## src/rtl/mem_arbiter_if.sv

```systemverilog
// ---------------------------------------------------------------------------
// mem_arbiter_if
// Bus bundle between the two cache controllers, the memory model and the
// memory arbiter.
//
// Handshake: a memory request transfers on a cycle where mem_req_valid and
// mem_req_ready are both 1. While mem_req_valid is 1 and mem_req_ready is 0,
// mem_req_addr/data/write hold their values. mem_resp is a 1-cycle strobe
// with no back-pressure. ic_req/dc_req are levels that stay high until the
// matching ic_resp/dc_resp strobe.
//
// Modports:
//   slave  - arbiter side (takes cache requests and memory responses, drives
//            grants, strobes and memory requests)
//   master - environment side (the caches and the memory)
//
// Signals:
//   ic_* / dc_*      request, address, write line and write flag from each
//                    cache; grant and resp back to it
//   mem_req_*        request channel to memory
//   mem_resp*        response channel from memory
//   resp_addr/data   response address/line passed through to both caches
//   timeout_err      sticky flag: a transaction was abandoned
// ---------------------------------------------------------------------------
interface mem_arbiter_if #(
    parameter int ADDR_WIDTH = 32,
    parameter int LINE_WIDTH = 128
);
    logic                  ic_req;
    logic [ADDR_WIDTH-1:0] ic_addr;
    logic [LINE_WIDTH-1:0] ic_data;
    logic                  ic_write;
    logic                  ic_grant;
    logic                  ic_resp;

    logic                  dc_req;
    logic [ADDR_WIDTH-1:0] dc_addr;
    logic [LINE_WIDTH-1:0] dc_data;
    logic                  dc_write;
    logic                  dc_grant;
    logic                  dc_resp;

    logic                  mem_req_valid;
    logic                  mem_req_ready;
    logic [ADDR_WIDTH-1:0] mem_req_addr;
    logic [LINE_WIDTH-1:0] mem_req_data;
    logic                  mem_req_write;

    logic                  mem_resp;
    logic [ADDR_WIDTH-1:0] mem_resp_addr;
    logic [LINE_WIDTH-1:0] mem_resp_data;

    logic [ADDR_WIDTH-1:0] resp_addr;
    logic [LINE_WIDTH-1:0] resp_data;
    logic                  timeout_err;

    modport slave (
        input  ic_req, ic_addr, ic_data, ic_write,
        output ic_grant, ic_resp,
        input  dc_req, dc_addr, dc_data, dc_write,
        output dc_grant, dc_resp,
        output mem_req_valid, mem_req_addr, mem_req_data, mem_req_write,
        input  mem_req_ready,
        input  mem_resp, mem_resp_addr, mem_resp_data,
        output resp_addr, resp_data, timeout_err
    );

    modport master (
        output ic_req, ic_addr, ic_data, ic_write,
        input  ic_grant, ic_resp,
        output dc_req, dc_addr, dc_data, dc_write,
        input  dc_grant, dc_resp,
        input  mem_req_valid, mem_req_addr, mem_req_data, mem_req_write,
        output mem_req_ready,
        output mem_resp, mem_resp_addr, mem_resp_data,
        input  resp_addr, resp_data, timeout_err
    );
endinterface

```

## src/rtl/mem_arbiter.sv

```systemverilog
// ---------------------------------------------------------------------------
// mem_arbiter
// Shares the single main-memory port between the icache and dcache
// controllers. One requester is granted round-robin, its line read or
// eviction write is issued to memory, and the grant is held until the
// response with the matching address returns (so the owner can fill on
// resp & grant) or until the wait times out.
//
// Ports:
//   clk        in   clock, rising edge
//   reset      in   synchronous, active-low reset (0 = reset)
//   bus        slave modport of mem_arbiter_if (cache, memory channels)
//   state_dbg  out  current FSM state (0 idle, 1 issue, 2 wait)
// ---------------------------------------------------------------------------
module mem_arbiter #(
    parameter int ADDR_WIDTH     = 32,
    parameter int LINE_WIDTH     = 128,
    parameter int TIMEOUT_CYCLES = 64
) (
    input  logic              clk,
    input  logic              reset,
    mem_arbiter_if.slave      bus,
    output logic [1:0]        state_dbg
);

    typedef enum logic [1:0] {
        S_IDLE  = 2'd0,
        S_ISSUE = 2'd1,
        S_WAIT  = 2'd2
    } state_t;

    localparam int TW = $clog2(TIMEOUT_CYCLES);
    localparam logic [TW-1:0] TIMER_LAST = TW'(TIMEOUT_CYCLES - 1);

    state_t                state;
    state_t                state_next;

    logic                  owner_dc;   // 0: icache owns the port, 1: dcache
    logic                  last_dc;    // owner of the most recently finished transaction
    logic [ADDR_WIDTH-1:0] lat_addr;
    logic [LINE_WIDTH-1:0] lat_data;
    logic                  lat_write;
    logic [TW-1:0]         timer;
    logic                  timeout_q;

    logic                  load;
    logic                  pick_dc;
    logic                  timer_clr;
    logic                  timer_inc;
    logic                  done;
    logic                  set_timeout;
    logic                  grant_on;
    logic                  req_valid;
    logic                  hit;

    always_ff @(posedge clk) begin
        if (!reset) begin
            state <= S_IDLE;
        end else begin
            state <= state_next;
        end
    end

    always_comb begin
        state_next  = state;
        load        = 1'b0;
        pick_dc     = 1'b0;
        timer_clr   = 1'b0;
        timer_inc   = 1'b0;
        done        = 1'b0;
        set_timeout = 1'b0;
        grant_on    = 1'b0;
        req_valid   = 1'b0;
        hit         = 1'b0;
        case (state)
            S_IDLE: begin
                if (bus.ic_req || bus.dc_req) begin
                    // dcache wins when it is alone, or on a tie when the
                    // icache finished last.
                    pick_dc    = bus.dc_req && (!bus.ic_req || !last_dc);
                    load       = 1'b1;
                    state_next = S_ISSUE;
                end
            end
            S_ISSUE: begin
                grant_on  = 1'b1;
                req_valid = 1'b1;
                if (bus.mem_req_ready) begin
                    timer_clr  = 1'b1;
                    state_next = S_WAIT;
                end
            end
            S_WAIT: begin
                grant_on = 1'b1;
                // Responses for other addresses are stale or foreign; ignore them.
                hit = bus.mem_resp && (bus.mem_resp_addr == lat_addr);
                if (hit) begin
                    done       = 1'b1;
                    state_next = S_IDLE;
                end else if (timer == TIMER_LAST) begin
                    done        = 1'b1;
                    set_timeout = 1'b1;
                    state_next  = S_IDLE;
                end else begin
                    timer_inc = 1'b1;
                end
            end
            default: begin
                state_next = S_IDLE;
            end
        endcase
    end

    always_ff @(posedge clk) begin
        if (!reset) begin
            owner_dc  <= 1'b0;
            last_dc   <= 1'b1;   // icache wins the first tie
            lat_addr  <= '0;
            lat_data  <= '0;
            lat_write <= 1'b0;
            timer     <= '0;
            timeout_q <= 1'b0;
        end else begin
            if (load) begin
                owner_dc  <= pick_dc;
                lat_addr  <= pick_dc ? bus.dc_addr  : bus.ic_addr;
                lat_data  <= pick_dc ? bus.dc_data  : bus.ic_data;
                lat_write <= pick_dc ? bus.dc_write : bus.ic_write;
            end
            if (timer_clr) begin
                timer <= '0;
            end else if (timer_inc) begin
                timer <= timer + 1'b1;
            end
            if (done) begin
                last_dc <= owner_dc;
            end
            if (set_timeout) begin
                timeout_q <= 1'b1;
            end
        end
    end

    assign bus.ic_grant      = grant_on && !owner_dc;
    assign bus.dc_grant      = grant_on && owner_dc;
    assign bus.ic_resp       = hit && !owner_dc;
    assign bus.dc_resp       = hit && owner_dc;
    assign bus.mem_req_valid = req_valid;
    assign bus.mem_req_addr  = lat_addr;
    assign bus.mem_req_data  = lat_data;
    assign bus.mem_req_write = lat_write;
    assign bus.resp_addr     = bus.mem_resp_addr;
    assign bus.resp_data     = bus.mem_resp_data;
    assign bus.timeout_err   = timeout_q;
    assign state_dbg         = state;

endmodule

```

## src/flat_wrapper.sv

```systemverilog
// flat-port wrapper written by rule: the top's interface ports become plain ports
module mem_arbiter_flat 
#(
    parameter int ADDR_WIDTH     = 32,
    parameter int LINE_WIDTH     = 128,
    parameter int TIMEOUT_CYCLES = 64
)
  (clk, reset, state_dbg, bus_ic_req, bus_ic_addr, bus_ic_data, bus_ic_write, bus_ic_grant, bus_ic_resp, bus_dc_req, bus_dc_addr, bus_dc_data, bus_dc_write, bus_dc_grant, bus_dc_resp, bus_mem_req_valid, bus_mem_req_addr, bus_mem_req_data, bus_mem_req_write, bus_mem_req_ready, bus_mem_resp, bus_mem_resp_addr, bus_mem_resp_data, bus_resp_addr, bus_resp_data, bus_timeout_err);
  mem_arbiter_if #(.ADDR_WIDTH(ADDR_WIDTH), .LINE_WIDTH(LINE_WIDTH)) bus_i ();
  input  logic clk;
  input  logic reset;
  output logic [1:0] state_dbg;
  input wire logic [$bits(bus_i.ic_req)-1:0] bus_ic_req;
  input wire logic [$bits(bus_i.ic_addr)-1:0] bus_ic_addr;
  input wire logic [$bits(bus_i.ic_data)-1:0] bus_ic_data;
  input wire logic [$bits(bus_i.ic_write)-1:0] bus_ic_write;
  output wire logic [$bits(bus_i.ic_grant)-1:0] bus_ic_grant;
  output wire logic [$bits(bus_i.ic_resp)-1:0] bus_ic_resp;
  input wire logic [$bits(bus_i.dc_req)-1:0] bus_dc_req;
  input wire logic [$bits(bus_i.dc_addr)-1:0] bus_dc_addr;
  input wire logic [$bits(bus_i.dc_data)-1:0] bus_dc_data;
  input wire logic [$bits(bus_i.dc_write)-1:0] bus_dc_write;
  output wire logic [$bits(bus_i.dc_grant)-1:0] bus_dc_grant;
  output wire logic [$bits(bus_i.dc_resp)-1:0] bus_dc_resp;
  output wire logic [$bits(bus_i.mem_req_valid)-1:0] bus_mem_req_valid;
  output wire logic [$bits(bus_i.mem_req_addr)-1:0] bus_mem_req_addr;
  output wire logic [$bits(bus_i.mem_req_data)-1:0] bus_mem_req_data;
  output wire logic [$bits(bus_i.mem_req_write)-1:0] bus_mem_req_write;
  input wire logic [$bits(bus_i.mem_req_ready)-1:0] bus_mem_req_ready;
  input wire logic [$bits(bus_i.mem_resp)-1:0] bus_mem_resp;
  input wire logic [$bits(bus_i.mem_resp_addr)-1:0] bus_mem_resp_addr;
  input wire logic [$bits(bus_i.mem_resp_data)-1:0] bus_mem_resp_data;
  output wire logic [$bits(bus_i.resp_addr)-1:0] bus_resp_addr;
  output wire logic [$bits(bus_i.resp_data)-1:0] bus_resp_data;
  output wire logic [$bits(bus_i.timeout_err)-1:0] bus_timeout_err;
  assign bus_i.ic_req = bus_ic_req;
  assign bus_i.ic_addr = bus_ic_addr;
  assign bus_i.ic_data = bus_ic_data;
  assign bus_i.ic_write = bus_ic_write;
  assign bus_ic_grant = bus_i.ic_grant;
  assign bus_ic_resp = bus_i.ic_resp;
  assign bus_i.dc_req = bus_dc_req;
  assign bus_i.dc_addr = bus_dc_addr;
  assign bus_i.dc_data = bus_dc_data;
  assign bus_i.dc_write = bus_dc_write;
  assign bus_dc_grant = bus_i.dc_grant;
  assign bus_dc_resp = bus_i.dc_resp;
  assign bus_mem_req_valid = bus_i.mem_req_valid;
  assign bus_mem_req_addr = bus_i.mem_req_addr;
  assign bus_mem_req_data = bus_i.mem_req_data;
  assign bus_mem_req_write = bus_i.mem_req_write;
  assign bus_i.mem_req_ready = bus_mem_req_ready;
  assign bus_i.mem_resp = bus_mem_resp;
  assign bus_i.mem_resp_addr = bus_mem_resp_addr;
  assign bus_i.mem_resp_data = bus_mem_resp_data;
  assign bus_resp_addr = bus_i.resp_addr;
  assign bus_resp_data = bus_i.resp_data;
  assign bus_timeout_err = bus_i.timeout_err;
  mem_arbiter #(.ADDR_WIDTH(ADDR_WIDTH), .LINE_WIDTH(LINE_WIDTH), .TIMEOUT_CYCLES(TIMEOUT_CYCLES)) u_core (.clk(clk), .reset(reset), .bus(bus_i), .state_dbg(state_dbg));
endmodule
```

## config.mk

```make
export PLATFORM = sky130hd
export DESIGN_NAME = mem_arbiter_flat
export DESIGN_NICKNAME = d
export VERILOG_FILES = /design/src/rtl/mem_arbiter_if.sv /design/src/rtl/mem_arbiter.sv /design/src/flat_wrapper.sv
export SDC_FILE = /design/constraint.sdc
export NUM_CORES = 1
export LEC_CHECK = 0
export CAP_MARGIN = 20
export CORE_AREA = 2 2 316 318
export DETAILED_ROUTE_END_ITERATION = 10
export DIE_AREA = 0 0 318 320
export HOLD_SLACK_MARGIN = 0.02
export SYNTH_ARGS = -nofsm -noshare
export SYNTH_HDL_FRONTEND = slang
export SYNTH_SLANG_ARGS = --single-unit
```

## constraint.sdc

```tcl
create_clock -name clk -period 2.6 [get_ports clk]
set_clock_uncertainty 0.1 [all_clocks]
set_input_delay 0.39 -clock clk [delete_from_list [all_inputs] [get_ports clk]]
set_output_delay 0.39 -clock clk [all_outputs]
set_load 0.02 [all_outputs]
```

Word-level counts from Yosys, hierarchy flattened:

Index checks and enable logic that the tools add are counted.

* output and inout bits: 329
* input port bits: 488
* word-level logic and storage cells: 57
* memories kept: 0
* bits in registers: 172
* RAM bits: 0
* ROM bits: 0
* bits in latches: 0

* multipliers: 0
* bitwise logic cells: 1
* eq/ne operators: 7
* multiplexer cells: 25
* shift operators: 0
* $lt $le $gt $ge: 0
* div/mod/pow operators: 0
* reduce and logical (&&, ||, !) cells: 15
* add/subtract/negate cells: 1

Operators by type and width (number)
* $mux W128: 1
* $eq A32 B32 Y1: 1
* $mux W32: 1
* $mux W1: 18
* $mux W2: 4
* $add A6 B1 Y6 const B: 1
* $eq A6 B6 Y1 const B: 1
* $logic_and A1 B1 Y1: 6
* $pmux W2 S3: 1
* $reduce_or A2 Y1: 2
* $logic_not A1 Y1: 3
* $ne A3 B1 Y1 const B: 1
* $reduce_and A3 Y1: 1
* $eq A2 B1 Y1 const B: 1
* $eq A2 B2 Y1 const B: 1
* $logic_not A2 Y1: 1
* $logic_or A1 B1 Y1: 2
* $ne A2 B1 Y1 const B: 1
* $ne A2 B2 Y1 const B: 1
* $not A1 Y1: 1

Logic depth before layout (Yosys ltp):

* depth in word-level cells: 6
* depth in mapped cells: 9
* depth with buffers taken out: 7

Least setup slack after synthesis:

Ideal clock, no wire load.

* kind: register -> output
* from: reg u_core.lat_addr[12], in the netlist u_core.bus.mem_req_addr[12]
* to: out bus_ic_resp
* path buffers: 0
* stages on the path, launching flop included: 7
* setup slack: 0.587 ns
* required time: 2.110 ns
* arrival: 1.523 ns
* cells stage by stage: dfxtp_1 -> xnor2_1 -> nand4_1 -> nor4_1 -> and3_1 -> nand2_1 -> nor2_1

* cells in the longest elaborated chain, start to end: 4

RTL lines
* start: declaration: line mem_arbiter.sv:40 `logic [ADDR_WIDTH-1:0] lat_addr;`
* start signal: assignment: line mem_arbiter.sv:126 `lat_addr <= pick_dc ? bus.dc_addr : bus.ic_addr;`
* $eq A32 B32 Y1: line mem_arbiter.sv:96 `hit = bus.mem_resp && (bus.mem_resp_addr == lat_addr);`
* $logic_and A1 B1 Y1: line mem_arbiter.sv:96
* $mux W1: line mem_arbiter.sv:75 `case (state)`
* $logic_and A1 B1 Y1: line mem_arbiter.sv:146 `assign bus.ic_resp = hit && !owner_dc;`
* end: declaration: line flat_wrapper.sv:18 `output wire logic [$bits(bus_i.ic_resp)-1:0] bus_ic_resp;`

No other way between the ends.

Worst setup path after layout:

* from: in bus_mem_resp_addr[28]
* to: out bus_ic_resp

* cells in the longest elaborated chain, start to end: 4

RTL lines
* start: declaration: line flat_wrapper.sv:31 `input wire logic [$bits(bus_i.mem_resp_addr)-1:0] bus_mem_resp_addr;`
* $eq A32 B32 Y1: line mem_arbiter.sv:96
* $logic_and A1 B1 Y1: line mem_arbiter.sv:96
* $mux W1: line mem_arbiter.sv:75
* $logic_and A1 B1 Y1: line mem_arbiter.sv:146

No other way between the ends.

==> impl_metrics.yaml <==
status:
  status: "finished with violations"
  violations: "negative setup slack"
power_and_ir_drop:
  vdd_drop_max_v: 0.000400
  clockPowerShare: 0.244
  combPwrFrac: 0.441
  power_density_nw_per_um2: 672
  sw_frac_of_total: 0.365
  leakage_nw: 5.90
  p_int_w: 0.00709
  p_switching_w: 0.00408
  seqPwrFrac: 0.316
floorplanning:
  die_w_um: 318
  fp.dieH_um: 320
  rows: 115
  core_sq_um: 98000
  initial_core_util: 0.0949
  io_pins: 817
  dieArea_sq_um: 102000
critical_path:
  crit_required_ns: 2.11
  crit_arrival_ns: 2.29
  worst_setup_path_start_kind: "primary input"
  cp-end-kind: "output port"
  max_stage_delay_ns: 0.55
  crit_type: "primary input to output port"
  cp_common_cell: "buf_6"
  crit_chain: "clkdlybuf4s50_1, xnor2_1, nand4_1, nor4_4, and3_4, buf_6, nand2_2, nor2_2, buf_6, buf_6"
  r2r-start: "u_core.state_dbg[0]"
  critPathLaunch: "bus_mem_resp_addr[28]"
  cp_slowest_cell: "clkdlybuf4s50_1"
  path_max_fanout: 2
timing:
  holdWs_ns: 0.379
  hold_violations: 0
  worst_pin_slew_ns: 0.635
  max_slew_margin: 0.575
  setup_ws_ns: -0.183
  slew_viol_final: 0
  period_needed_ns: 2.78
  fin_crit_sh: 1.07
  setup_viol: 2
  clock.fmax_mhz: 359
  setup-tns-final_ns: -0.210
  rsz0062_at_grt: "true"
finish:
  antenna_cells: 0
  syn_to_final_growth_pct: 78.7
  drive_gt1_frac: 0.117
  final_nets: 1962
  instances_no_fill: 2770
synthesis:
  ys_warn_count: 0
  avgSynthCellArea_sq_um: 9.14
  ys_ff_latch: 172
  syn_area_sq_um: 9300
  yosysTopAreaCellShare: 0.370
  synth_nets: 1510
  yosysTopAreaCell: "dfxtp_1"
  yosysSeqAreaShare: 0.370
  synth.distinct_cells: 34
  syn_inst: 1018
  synth_area_leaders: "dfxtp_1 37%, mux2i_1 18%, buf_4 13%"
job:
  maxCapViolCount: 0
place:
  place_congestion: 0.845
  io_buffers: 560
  dp_cells: 2736
  place_hpwl_um: 34400
global_route:
  antenna_found_initial: 3
  grt_pass1_vias: 8966
  grt_overflow: 0
  track_usage: 0.0809
  grt_max_degree: 71
  grt_pass1_wl_um: 59000
drt:
  vias_per_cell: 3.20
  first_iter_violations: 303
  drc_errors: 0
  first_pass_iters: 4
  wl_um: 41700
  vias: 8876
  drtAntennaViolNets: 0
  routedWlPerCell_um: 15.1
clock_tree:
  clock_latency_ns: 0.49
  tritoncts: "yes"
  numClockSinks: 172
  htreeDepth: 4
  clk_path_buf_depth: 2
  cts_root_buf: "clkbuf_16"
  cts_buffers: 17
  path_clk_slew_ns: 0.08
  cts_hold_buf: 0
min_path:
  min_path_type: "flip-flop to flip-flop"
  hold_path_startpoint: "u_core.timer[1]"
## path summary, 6_finish.rpt
| path | slack (ns) | cells past startpoint | to |
|---|---|---|---|
| min reg2reg | 0.38 | 2 | u_core.timer[1] |
| min | 0.38 | 2 | u_core.timer[1] |
| max reg2reg | 0.42 | 8 | u_core.bus.mem_req_data[96] |
| max | -0.18 | 10 | bus_ic_resp |
## power groups by stage
stage	registers, W	clock network (W)	logic (W)
6_report	0.00353	0.00272	0.00492
4_1_cts	0.00352	0.00292	0.00498
3_5_place_dp	0.00357	0	0.00494
3_3_place_gp	0.00355	0	0.00494
5_1_grt	0.00360	0.00299	0.00531
2_1_floorplan	0.00417	0	0.00199
## worst max-delay path: cells and delay by family
kind | cells | cell delay [ns]
XOR/XNOR | 1 | 0.15
buffers and inverters | 4 | 0.88
AND/OR/NAND/NOR | 5 | 0.87
## kinds of logic (layout without fill, tap and decap cells)
logic type                 Yosys count  in the layout  share of synthesized area
muxes                              163            163                      0.175
DFF                                172            172                      0.370
buffers and inverters              242            707                      0.174
and+or+nand+nor                    226            226                      0.102
adders and majority gates            4              4                    0.00538
xor gates and xnor gates            29             29                     0.0273
AOI/OAI and AO/OA                  182            182                      0.146
## cell usage in the layout (no fill, tap or decap), types with 14 or more instances in the layout
master           netlist  layout
clkbuf_16              0      17
mux2i_1              163     163
nand2_1               15      14
nand4_1               15      15
clkdlybuf4s50_1        0     550
nor2_1               169     168
a211oi_1             161     161
xnor2_1               29      19
dfxtp_1              172     163
buf_4                166      97
## registers in the layout (all words and copies together) (netlist names)
signal and count:
u_core.bus.mem_req_data 128, u_core.state_dbg 2, u_core.owner_dc 1, u_core.timer 6
u_core.last_dc 1, u_core.bus.timeout_err 1, u_core.bus.mem_req_addr 32, u_core.bus.mem_req_write 1
## cell usage after synthesis (all sizes together)
cell     number
and2          4
o22ai         1
and3          3
a211oi      161
nor2        169
xnor2        29
o221a         1
a2111oi       1
clkbuf       44
inv           8
dfxtp       172
ha            4
nor4          3
nor3          2
a211o         1
nand2b        7
o211a         1
mux2i       163
a31o          2
o32ai         1
a31oi         2
nand3         6
buf         190
a21oi         6
o21ai         5
nand4        15
nor2b         2
nand2        15
## per-stage QoR
step           cell area (sq um)  total power [W]   util  setup slack (ns)
2_1_floorplan               9300          0.00616      -             0.587
3_3_place_gp               15900          0.00849  0.162            -0.492
3_5_place_dp               15900          0.00851  0.162            -0.489
4_1_cts                    16500           0.0114  0.169            -0.211
5_1_grt                    16600           0.0119  0.170            -0.268
6_report                   16600           0.0112  0.170            -0.183
## timing repair
item | 4_1_cts | 5_1_grt
pin swaps | 5 | 8
gates resized for setup | 25 | 19
setup buffers | 1 | 1
hold endpoints to repair | 0 | 0
setup endpoints to repair | 2 | 2
## final cells by class
type / count / area (sq um)
clock inverter: 10 / 104
fill: 11031 / 81400
inverter: 8 / 35.0
tap: 1287 / 1610
timing repair buffer: 667 / 6550
clock buffer: 22 / 484
multi-input combinational: 604 / 4380
sequential: 172 / 3460
## routing by layer
layer | share of wire | track usage
met1 | 0.37 | 0.0818
met2 | 0.47 | 0.134
met3 | 0.10 | 0.0370
met4 | 0.053 | 0.0548
met5 | 0.00031 | 0
No activity file was read; power rests on OpenSTA's default activity.
